[src/rtl/dm_access_ctrl.sv]
// -----------------------------------------------------------------------------
// dm_access_ctrl
// Memory-stage initiator for a word-only data memory. Takes one load/store at a
// time (byte, half or word) from the pipeline. Sub-word stores become a
// read-modify-write because the memory only writes whole words. Sub-word loads
// are extracted and sign/zero-extended here. Misaligned or out-of-range
// accesses never touch the memory and complete with addr_err_o set.
//
// Ports
//   clk_i, rst_ni              clock (rising edge), async active-low reset
//   req_i .. req_pc_i          request from the pipeline, sampled only in IDLE
//   busy_o                     high in every state except IDLE
//   done_o, addr_err_o         one-cycle completion pulse and its error flag
//   rdata_o                    load result, holds until the next done
//   dm_addr_o .. dm_pc_o       word-aligned memory port plus trace PC
//   dm_rdata_i                 combinational read data for dm_addr_o
// -----------------------------------------------------------------------------
module dm_access_ctrl #(
  parameter int unsigned DM_WORDS = 1024
) (
  input  logic        clk_i,
  input  logic        rst_ni,
  input  logic        req_i,
  input  logic        req_we_i,
  input  logic [1:0]  req_size_i,
  input  logic        req_signed_i,
  input  logic [31:0] req_addr_i,
  input  logic [31:0] req_wdata_i,
  input  logic [31:0] req_pc_i,
  output logic        busy_o,
  output logic        done_o,
  output logic        addr_err_o,
  output logic [31:0] rdata_o,
  output logic [31:0] dm_addr_o,
  output logic [31:0] dm_wdata_o,
  output logic        dm_we_o,
  output logic        dm_re_o,
  output logic [31:0] dm_pc_o,
  input  logic [31:0] dm_rdata_i
);

  localparam logic [1:0]  SZ_BYTE    = 2'b00;
  localparam logic [1:0]  SZ_HALF    = 2'b01;
  localparam logic [1:0]  SZ_WORD    = 2'b10;
  // One bit wider than the address so DM_WORDS*4 itself never wraps.
  localparam logic [32:0] ADDR_LIMIT = 33'(DM_WORDS) * 33'd4;

  typedef enum logic [1:0] {
    ST_IDLE = 2'd0,
    ST_RD   = 2'd1,
    ST_WR   = 2'd2,
    ST_RESP = 2'd3
  } state_e;

  // Misalignment (size 11 counts as misaligned) or out-of-range address.
  function automatic logic access_err(input logic [1:0] size, input logic [31:0] addr);
    logic misaligned;
    case (size)
      SZ_BYTE: misaligned = 1'b0;
      SZ_HALF: misaligned = addr[0];
      SZ_WORD: misaligned = (addr[1:0] != 2'b00);
      default: misaligned = 1'b1;
    endcase
    return misaligned || ({1'b0, addr} >= ADDR_LIMIT);
  endfunction

  // Select the addressed lane of a memory word and extend it to 32 bits.
  function automatic logic [31:0] load_extract(input logic [31:0] word, input logic [1:0] size,
                                               input logic [1:0] off, input logic sgn);
    logic [7:0]  lane_b;
    logic [15:0] lane_h;
    logic [31:0] res;
    case (off)
      2'd0:    lane_b = word[7:0];
      2'd1:    lane_b = word[15:8];
      2'd2:    lane_b = word[23:16];
      default: lane_b = word[31:24];
    endcase
    lane_h = off[1] ? word[31:16] : word[15:0];
    case (size)
      SZ_BYTE: res = {{24{sgn & lane_b[7]}}, lane_b};
      SZ_HALF: res = {{16{sgn & lane_h[15]}}, lane_h};
      SZ_WORD: res = word;
      default: res = 32'h0000_0000;
    endcase
    return res;
  endfunction

  // Replace the addressed byte/half lane of the old word with new store data.
  function automatic logic [31:0] store_merge(input logic [31:0] word, input logic [15:0] wd,
                                              input logic [1:0] size, input logic [1:0] off);
    logic [31:0] merged;
    merged = word;
    case (size)
      SZ_BYTE: begin
        case (off)
          2'd0:    merged[7:0]   = wd[7:0];
          2'd1:    merged[15:8]  = wd[7:0];
          2'd2:    merged[23:16] = wd[7:0];
          default: merged[31:24] = wd[7:0];
        endcase
      end
      SZ_HALF: begin
        if (off[1]) begin
          merged[31:16] = wd;
        end else begin
          merged[15:0] = wd;
        end
      end
      default: merged = word;
    endcase
    return merged;
  endfunction

  state_e      state_q, state_d;
  logic        we_q, we_d;
  logic [1:0]  size_q, size_d;
  logic        signed_q, signed_d;
  logic [1:0]  off_q, off_d;
  // Only the low half of the store data is needed after accept: word stores
  // go straight to WR and take the full word from the request itself.
  logic [15:0] wdata_q, wdata_d;
  logic        busy_q, busy_d;
  logic        done_q, done_d;
  logic        addr_err_q, addr_err_d;
  logic [31:0] rdata_q, rdata_d;
  logic [31:0] dm_addr_q, dm_addr_d;
  logic [31:0] dm_wdata_q, dm_wdata_d;
  logic        dm_we_q, dm_we_d;
  logic        dm_re_q, dm_re_d;
  logic [31:0] dm_pc_q, dm_pc_d;
  logic        accept_s;
  logic        req_err_s;

  assign accept_s  = (state_q == ST_IDLE) && req_i;
  assign req_err_s = access_err(req_size_i, req_addr_i);

  // Next-state decode of the access sequencer.
  always_comb begin
    state_d = state_q;
    case (state_q)
      ST_IDLE: begin
        if (!req_i) begin
          state_d = ST_IDLE;
        end else if (req_err_s) begin
          state_d = ST_RESP;
        end else if (req_we_i && (req_size_i == SZ_WORD)) begin
          state_d = ST_WR;
        end else begin
          state_d = ST_RD;
        end
      end
      ST_RD: begin
        if (we_q) begin
          state_d = ST_WR;
        end else begin
          state_d = ST_RESP;
        end
      end
      ST_WR:   state_d = ST_RESP;
      ST_RESP: state_d = ST_IDLE;
      default: state_d = ST_IDLE;
    endcase
  end

  // Request latches and registered outputs, all computed from the next state.
  always_comb begin
    we_d       = we_q;
    size_d     = size_q;
    signed_d   = signed_q;
    off_d      = off_q;
    wdata_d    = wdata_q;
    dm_addr_d  = dm_addr_q;
    dm_pc_d    = dm_pc_q;
    rdata_d    = rdata_q;
    dm_wdata_d = 32'h0000_0000;
    if (accept_s) begin
      we_d      = req_we_i;
      size_d    = req_size_i;
      signed_d  = req_signed_i;
      off_d     = req_addr_i[1:0];
      wdata_d   = req_wdata_i[15:0];
      dm_addr_d = {req_addr_i[31:2], 2'b00};
      dm_pc_d   = req_pc_i;
    end else begin
      we_d = we_q;
    end
    if (state_d == ST_WR) begin
      if (state_q == ST_IDLE) begin
        dm_wdata_d = req_wdata_i;
      end else begin
        dm_wdata_d = store_merge(dm_rdata_i, wdata_q, size_q, off_q);
      end
    end else begin
      dm_wdata_d = 32'h0000_0000;
    end
    // Only a load leaving RD produces data; stores and errors report zero.
    if (state_d == ST_RESP) begin
      if ((state_q == ST_RD) && !we_q) begin
        rdata_d = load_extract(dm_rdata_i, size_q, off_q, signed_q);
      end else begin
        rdata_d = 32'h0000_0000;
      end
    end else begin
      rdata_d = rdata_q;
    end
    busy_d     = (state_d != ST_IDLE);
    done_d     = (state_d == ST_RESP);
    addr_err_d = (state_q == ST_IDLE) && (state_d == ST_RESP);
    dm_re_d    = (state_d == ST_RD);
    dm_we_d    = (state_d == ST_WR);
  end

  // State and output registers; reset abandons any access in flight.
  always_ff @(posedge clk_i or negedge rst_ni) begin
    if (!rst_ni) begin
      state_q    <= ST_IDLE;
      we_q       <= 1'b0;
      size_q     <= 2'b00;
      signed_q   <= 1'b0;
      off_q      <= 2'b00;
      wdata_q    <= 16'h0000;
      busy_q     <= 1'b0;
      done_q     <= 1'b0;
      addr_err_q <= 1'b0;
      rdata_q    <= 32'h0000_0000;
      dm_addr_q  <= 32'h0000_0000;
      dm_wdata_q <= 32'h0000_0000;
      dm_we_q    <= 1'b0;
      dm_re_q    <= 1'b0;
      dm_pc_q    <= 32'h0000_0000;
    end else begin
      state_q    <= state_d;
      we_q       <= we_d;
      size_q     <= size_d;
      signed_q   <= signed_d;
      off_q      <= off_d;
      wdata_q    <= wdata_d;
      busy_q     <= busy_d;
      done_q     <= done_d;
      addr_err_q <= addr_err_d;
      rdata_q    <= rdata_d;
      dm_addr_q  <= dm_addr_d;
      dm_wdata_q <= dm_wdata_d;
      dm_we_q    <= dm_we_d;
      dm_re_q    <= dm_re_d;
      dm_pc_q    <= dm_pc_d;
    end
  end

  assign busy_o     = busy_q;
  assign done_o     = done_q;
  assign addr_err_o = addr_err_q;
  assign rdata_o    = rdata_q;
  assign dm_addr_o  = dm_addr_q;
  assign dm_wdata_o = dm_wdata_q;
  assign dm_we_o    = dm_we_q;
  assign dm_re_o    = dm_re_q;
  assign dm_pc_o    = dm_pc_q;

endmodule

[config.mk]
export PLATFORM = sky130hd
export DESIGN_NAME = dm_access_ctrl
export DESIGN_NICKNAME = d
export VERILOG_FILES = /design/src/rtl/dm_access_ctrl.sv
export SDC_FILE = /design/constraint.sdc
export NUM_CORES = 1
export LEC_CHECK = 0
export CORE_UTILIZATION = 50
export DETAILED_ROUTE_END_ITERATION = 16
export GPL_ROUTABILITY_DRIVEN = 0
export GPL_TIMING_DRIVEN = 1
export PLACE_DENSITY = 0.9
export RECOVER_POWER = 25
export REMOVE_ABC_BUFFERS = 1
export SKIP_CTS_REPAIR_TIMING = 1
export SYNTH_ARGS = -nofsm -noshare
export SYNTH_HDL_FRONTEND = slang
export SYNTH_SLANG_ARGS = --single-unit
[constraint.sdc]
create_clock -name clk_i -period 4.4 [get_ports clk_i]
set_input_delay 0.44 -clock clk_i [delete_from_list [all_inputs] [get_ports clk_i]]
set_output_delay 0.44 -clock clk_i [all_outputs]
set_load 0.02 [all_outputs]
== Word-level counts from Yosys, hierarchy flattened ==
Cells that the tools add are included.

* Bits in latches: 0
* Memory bits (writable): 0
* Memories kept: 0
* Output and inout bits: 133
* Register bits after elaboration: 155
* Memory bits (read-only): 0

* Mux-type cells: 21
* Multipliers: 0
* Equal/unequal tests: 12
* Reductions and logical operators: 13
* Bitwise gates (word level): 2
* Shift-type cells: 0
* Div/mod/pow operators: 0
* Order comparisons: 1
* $add $sub $neg: 0

{| class="wikitable"
|+ Operators with widths
! operator !! count
|-
| two-way mux 32 bit || 3
|-
| case mux 32 bit (3 select lines) || 1
|-
| case mux 32 bit (2 select lines) || 1
|-
| two-way mux 16 bit || 3
|-
| two-way mux 8 bit || 6
|-
| >= comparator 32 x 13 -> 1 bit (second input constant) || 1
|-
| case mux 8 bit (3 select lines) || 1
|-
| == test 2 bit (second input constant) || 7
|-
| == test 2 x 1 -> 1 bit (second input constant) || 5
|-
| zero test 2 bit || 4
|-
| case mux 2 bit (4 select lines) || 1
|-
| two-way mux 2 bit || 3
|-
| logical AND 1 bit || 4
|-
| nonzero test 2 bit || 2
|-
| case mux 1 bit (3 select lines) || 1
|-
| OR reduction 3 bit || 1
|-
| AND 1 bit || 2
|-
| zero test 1 bit || 1
|-
| logical OR 1 bit || 1
|-
| two-way mux 1 bit || 1
|}

== Depth between registers and ports, before layout ==
Gate-level depths: netlist of the first run.

* Depth in word-level cells: 11
* Mapped depth: 8

== Least setup slack after synthesis of the first run ==
OpenSTA, ideal clock, no wires.

* Kind: input -> register
* Start: in req_addr_i[28]
* End: reg rdata_q[23] (netlist: rdata_o[23])
* Arrival: 1.886 ns
* Slack: 2.389 ns
* Stages on the path: 5
* Data required time: 4.275 ns
* Cell sequence: or4_4 > o31ai_2 > o211ai_2 > buf_6 > mux2_2

* Word-level cells in the longest chain between the ends: 6

{| class="wikitable"
|+ RTL lines
! element !! line !! RTL
|-
| from (decl) || 27 || <nowiki>input logic [31:0] req_addr_i,</nowiki>
|-
| >= comparator 32 x 13 -> 1 bit || 64 || <nowiki>return misaligned || ({1'b0, addr} >= ADDR_LIMIT);</nowiki>
|-
| logical OR 1 bit || 64 ||
|-
| two-way mux 2 bit || 145 || <nowiki>end else if (req_err_s) begin</nowiki>
|-
| two-way mux 2 bit || 143 || <nowiki>if (!req_i) begin</nowiki>
|-
| case mux 2 bit (4 select lines) || 141 || <nowiki>case (state_q)</nowiki>
|-
| == test 2 bit || - ||
|-
| net done_d || 124 || <nowiki>logic done_q, done_d;</nowiki>
|-
| to (signal assigned) || 242 || <nowiki>rdata_q <= rdata_d;</nowiki>
|-
| to (decl) || 126 || <nowiki>logic [31:0] rdata_q, rdata_d;</nowiki>
|}

The timed path passes the listed nets, and every way through them passes these cells.
A chain may end at the register's enable or synchronous reset.

== Worst setup path in the final report of the first run ==
* Start: reg state_q[0]
* End: reg rdata_q[19] (netlist: rdata_o[19])

* Word-level cells in the longest chain between the ends: 3

{| class="wikitable"
|+ RTL lines
! element !! line !! RTL
|-
| from (decl) || 115 || <nowiki>state_e state_q, state_d;</nowiki>
|-
| from (signal assigned) || 233 || <nowiki>state_q <= state_d;</nowiki>
|-
| == test 2 bit, or another cell as far along || 141 ||
|-
| case mux 2 bit (4 select lines) or logical AND 1 bit (tied branches) || 141, 199 ||
|-
| == test 2 bit or two-way mux 32 bit (tied branches) || 198, 199 ||
|}

Parallel ways exist; a longest one is shown, timed or not.

==> results of run 1 <==
metrics by stage:
step	hold WS [ps]	cells
3_5_place_dp	476	1095
2_1_floorplan	144	605
6_report	487	1127
3_3_place_gp	465	1095
5_1_grt	514	1127
4_1_cts	104	1127
worst min path at each step:
stage,from,end,cells past startpoint
finish,wdata_q[14]$_DFFE_PN0P_,wdata_q[14]$_DFFE_PN0P_,2
global route,dm_addr_o[11]$_DFFE_PN0P_,dm_addr_o[11]$_DFFE_PN0P_,1
CTS,rst_ni,rdata_o[11]$_DFFE_PN0N_,1
detailed placement,wdata_q[14]$_DFFE_PN0P_,wdata_q[14]$_DFFE_PN0P_,2
global placement,wdata_q[14]$_DFFE_PN0P_,wdata_q[14]$_DFFE_PN0P_,2
floorplan,rst_ni,addr_err_o$_DFF_PN0_,0
worst min-delay path, stage by stage (launching register included):
cell	delay, ps
dfrtp_1	340
nand2_1	40
o21ai_0	60
cells by family (layout without fill, tap and decap cells):
family | after synthesis | after routing | share of synthesized area
flip-flops | 155 | 155 | 0.484
AND/OR/NAND/NOR | 110 | 110 | 0.0772
other | 1 | 2 | 0.000468
adder cells (fa/ha/maj) | 3 | 3 | 0.00469
buffers and inverters | 80 | 332 | 0.0441
multiplexers | 156 | 156 | 0.212
AO/OA/AOI/OAI | 158 | 158 | 0.178
registers in the layout, summed over array words and instances, names as in the netlist, 2 cells and up:
register	count
size_q	2
dm_wdata_o	32
rdata_o	32
state_q	2
off_q	2
dm_pc_o	32
dm_addr_o	30
wdata_q	16
per-layer routing:
metal  wire length, um  vias to the layer above  GRT usage
met5                 0                        -          0
met1              9120                     3253      0.358
met4               517                        0     0.0976
li1                  -                     2961          -
met2             11100                      336      0.479
met3              2050                       41     0.0911
area by class of cell:
class | count | area, um2
clock buffer | 20 | 457
clock inverter | 12 | 185
fill | 1099 | 4000
inverter | 21 | 78.8
multi-input combinational | 429 | 3810
sequential | 155 | 3880
tap | 211 | 264
timing repair buffer | 279 | 2750
cell usage after synthesis (all sizes together) (4+ instances only):
cell type	n	area [um2]
mux2	106	1190
and2	25	156
inv	21	78.8
a21oi	15	75.1
dfrtp	155	3880
o221ai	7	61.3
o21ai	36	180
o311a	24	240
nor2	28	105
nor2b	9	56.3
a2111oi	33	472
buf	25	146
mux2i	50	500
a31oi	4	31.3
nand2	19	71.3
a22o	5	43.8
and3	9	56.3
clkbuf	34	128
a221oi	9	78.8
report_power, final:
part	internal [uW]	switching, uW	total [uW]
Combinational	2080	2470	4550
Sequential	2020	420	2440
Clock	987	595	1580
Total	5090	3490	8580
==> impl_metrics.ini, run 1 <==
[clock_tree]
clk_latency_ps = 420
cts.sinks = 155
clock_path_buffers = 2
clock-root-buffer = clkbuf_16
cts_buffers = 17
cts_tree = yes
htreeDepth = 4
cts.clk_slew.worst_paths_ps = 60

[route]
drc = 0
routed-via-count = 6591
avgRoutedWirePerCell_um = 20.2
via_per_inst = 5.85
routed_wl_um = 22800
drt-pass1-iter-count = 5
ant_nets = 0
dr.first_iter.drc_count = 478

[grt]
grt_pass1_wl_um = 36200
grt_max_degree = 86
grt_pass1_vias = 6687
antenna_found_initial = 0
grt_util_all_layers = 0.289
grt_overflow = 0

[power]
powerDensity_mw_per_mm2 = 751
max-vdd-ir-drop_v = 0.000623
p_leak_uw = 0.00498
power.total_uw = 8580

[setup_path]
worstPathRequired_ps = 4700
r2r_end = rdata_o[19]$_DFFE_PN0N_
r2r_setup_slack_ps = 1620
critPathSlowestCell = o211ai_4
slowest_delay_ps = 930
setup.worst_path.end = rdata_o[19]$_DFFE_PN0N_
r2r-start = state_q[0]$_DFF_PN0_
cp.depth = 5
crit_chain = inv_1 -> ha_1 -> nand2_2 -> o211ai_4 -> mux2_2
crit_fanout = 33
critPathLaunchType = register
cp_top_family = compound AO/OA/AOI/OAI gates
endpoint_kind = register
rr_worst_depth = 5
cp-startpoint = state_q[0]$_DFF_PN0_
criticalPathCategory = register to register
critical_path_buf_inv_count = 1
worstPathArrival_ps = 3080

[sta]
finalSetupViolations = 0
max_freq_ghz = 0.359
period_share = 0.632
tightest_slew_ps = 2170
final.setup.tns_ps = 0
period_minus_slack_ps = 2780
rsz0062_at_grt = false
hold_viol_final = 0
maxSlewViolCount = 86
relSlewSlack = -0.446
timing.final.ws_setup_ps = 1620
clock_skew_ps = 7.12

[place]
dp_hpwl_um = 16300
post_dp_cell_area_mm2 = 0.0108
io_buffers = 265
dp_slack_ps = 1460

[layout]
fin_nets = 1041
synthToLayoutAreaGrowth_pct = 42.7
drive_gt1_frac = 0.213
fin_area_mm2 = 0.0114
utilization = 0.741
diodes = 0
most-common-layout-cells = 264 x clkdlybuf4s50_1, 155 x dfrtp_1, 106 x mux2_2, 50 x mux2i_1, 35 x o21ai_0
layout_commonest_cell = clkdlybuf4s50_1

[logic_synthesis]
postSynthAreaPerCell_um2 = 12.1
synth_ff_type = dfrtp_1
ys_ff_latch = 155
yosysSeqAreaShare = 0.484
syn_area_mm2 = 0.00801
synth_enable_flop_cells = 0
yosysWarnings = 0
yosysUniqueCellTypes = 56
synthArstFlopShare = 1.00
syn_inst = 663

[status]
status = finished with violations
violations = max-capacitance violations, max-slew violations

[floorplanning]
std_cell_rows = 45
die_h_um = 129
io_pins = 268
initial_core_util = 0.519
die_x_um = 129
die_area_mm2 = 0.0165
core-area_mm2 = 0.0154

[job]
drv_cap = 1

[hold_path]
hold_path_class = register to register
Note: power is estimated with default switching activity, not from simulation.
==> inputs of run 2 (changes only) <==
Settings changed: CORE_UTILIZATION 50 to 46, PLACE_DENSITY 0.9 to 0.84.
Clock period 4.4 ns to 2.79 ns, I/O delays scaled along.
==> run 2 against run 1 <==
Global-route usage is 3.5 points lower. Core utilization decreased by 5.7 points. The run now ends clean. Worst setup slack worse by 1200 ps. Largest power group unchanged.
==> impl_metrics.ini, run 2 (synthesis results as in run 1) <==
[setup_path]
r2r-start = size_q[0]$_DFFE_PN0P_
crit_chain = nand3b_1 -> o21ai_1 -> o311a_1 -> mux2_2
worstPathArrival_ps = 2730
r2r_end = rdata_o[28]$_DFFE_PN0N_
criticalPathCategory = register to register
slowest_delay_ps = 890
rr_worst_depth = 4
critPathSlowestCell = o21ai_1
cp-startpoint = size_q[0]$_DFFE_PN0P_
worstPathRequired_ps = 3150
endpoint_kind = register
crit_fanout = 21
critPathLaunchType = register
r2r_setup_slack_ps = 430
setup.worst_path.end = rdata_o[28]$_DFFE_PN0N_

[clock_tree]
cts.sinks = 155
cts_buffers = 17
cts_tree = yes
clock_path_buffers = 2
cts.clk_slew.worst_paths_ps = 60
clock-root-buffer = clkbuf_16
clk_latency_ps = 430
htreeDepth = 4

[floorplanning]
io_pins = 268
die_area_mm2 = 0.0179
die_h_um = 134
core-area_mm2 = 0.0168
die_x_um = 134
initial_core_util = 0.478
std_cell_rows = 47

[sta]
finalSetupViolations = 0
whs_ps = 419
hold_viol_final = 0
max_freq_ghz = 0.423
period_minus_slack_ps = 2360
tightest_slew_ps = 1300
clock_skew_ps = 6.51
relSlewSlack = 0.133
period_share = 0.847
maxSlewViolCount = 0
rsz0062_at_grt = false

[grt]
grt_overflow = 0
grt_pass1_vias = 6534
grt_pass1_wl_um = 35000
grt_util_all_layers = 0.254
grt_max_degree = 62
antenna_found_initial = 0

[route]
avgRoutedWirePerCell_um = 19.8
drc = 0
dr.first_iter.drc_count = 470
drt-pass1-iter-count = 5
routed-via-count = 6515
ant_nets = 0
via_per_inst = 5.71
routed_wl_um = 22600

[power]
p_int_uw = 7910
power.total_uw = 13300
powerDensity_mw_per_mm2 = 1170
power.switching_uw = 5440
switching_share = 0.407
p_comb_frac = 0.550
max-vdd-ir-drop_v = 0.000822
p_leak_uw = 0.00498
p_seq_frac = 0.281
clock_power_share = 0.169

[job]
drv_cap = 0

[layout]
fin_nets = 1047
layout_commonest_cell = clkdlybuf4s50_1
fin_cells = 1141
most-common-layout-cells = 264 x clkdlybuf4s50_1, 155 x dfrtp_1, 106 x mux2_2, 50 x mux2i_1, 35 x o21ai_0
synthToLayoutAreaGrowth_pct = 43.0
drive_gt1_frac = 0.215
diodes = 0

[place]
dp.cells = 1109
dp_hpwl_um = 16300
io_buffers = 265

[status]
status = finished, final reports clean

[hold_path]
worstHoldStart = req_wdata_i[31]
hold_path_class = primary input to register
## run 2: cell types whose count changed in the layout (fill, tap and decap cells not counted), sizes merged
cell	delta
clkinvlp	+4
clkinv	-1
inv	-2
bufinv	-2
buf	+6
dlygate4sd3	+1
clkbuf	-1
## run 2: how the worst min path moves through the flow
stage                                          end  slack (ps)  depth (start not counted)
after global routing      dm_wdata_o[28]$_DFF_PN0_         420                          3
final                     dm_wdata_o[31]$_DFF_PN0_         420                          3
after detailed placement   rdata_o[16]$_DFFE_PN0N_         260                          1
after CTS                         done_o$_DFF_PN0_        -190                          1
after floorplan               addr_err_o$_DFF_PN0_         -20                          0
after global placement     rdata_o[27]$_DFFE_PN0N_         250                          1
## run 2: cell type report
type                    count  area, um2
fillers                  1271       5310
multi-input cells         429       3810
repair buffers            285       2840
well taps                 220        275
clock buffers              20        447
inverters                  21       78.8
flip-flops and latches    155       3880
clock inverters            11        121
## run 2: stage by stage
| step | instance area, um2 | utilization | TNS, ps | setup WS [ps] |
|---|---|---|---|---|
| after global routing | 11400 | 0.683 | 0 | 287 |
| final | 11400 | 0.683 | 0 | 426 |
| after floorplan | 7740 | - | -101930 | -1420 |
| after CTS | 11400 | 0.683 | 0 | 479 |
| after detailed placement | 10900 | 0.649 | 0 | 284 |
| after global placement | 10900 | 0.649 | 0 | 317 |
## run 2: critical path: cells and delay by family, from the launching register on
family           cells  cell delay [ps]
AO/OA/AOI/OAI        2             1210
flip-flops           1              750
multiplexers         1              150
AND/OR/NAND/NOR      1              180
## run 2: routing by layer
layer  vias to the layer above  GRT usage  part of all wire
met2                       299      0.425              0.49
met1                      3207      0.308              0.40
li1                       2975          -                 -
met3                        34     0.0767             0.087
met4                         0     0.0985             0.023
met5                         -          0                 0
## run 2: power by group through the flow
stage | Sequential [uW] | Clock (uW) | Combinational (uW)
2_1_floorplan | 4870 | 0 | 3190
3_3_place_gp | 3750 | 0 | 7230
3_5_place_dp | 3790 | 0 | 7340
4_1_cts | 3760 | 2300 | 7370
5_1_grt | 3860 | 2390 | 7810
6_report | 3760 | 2260 | 7340
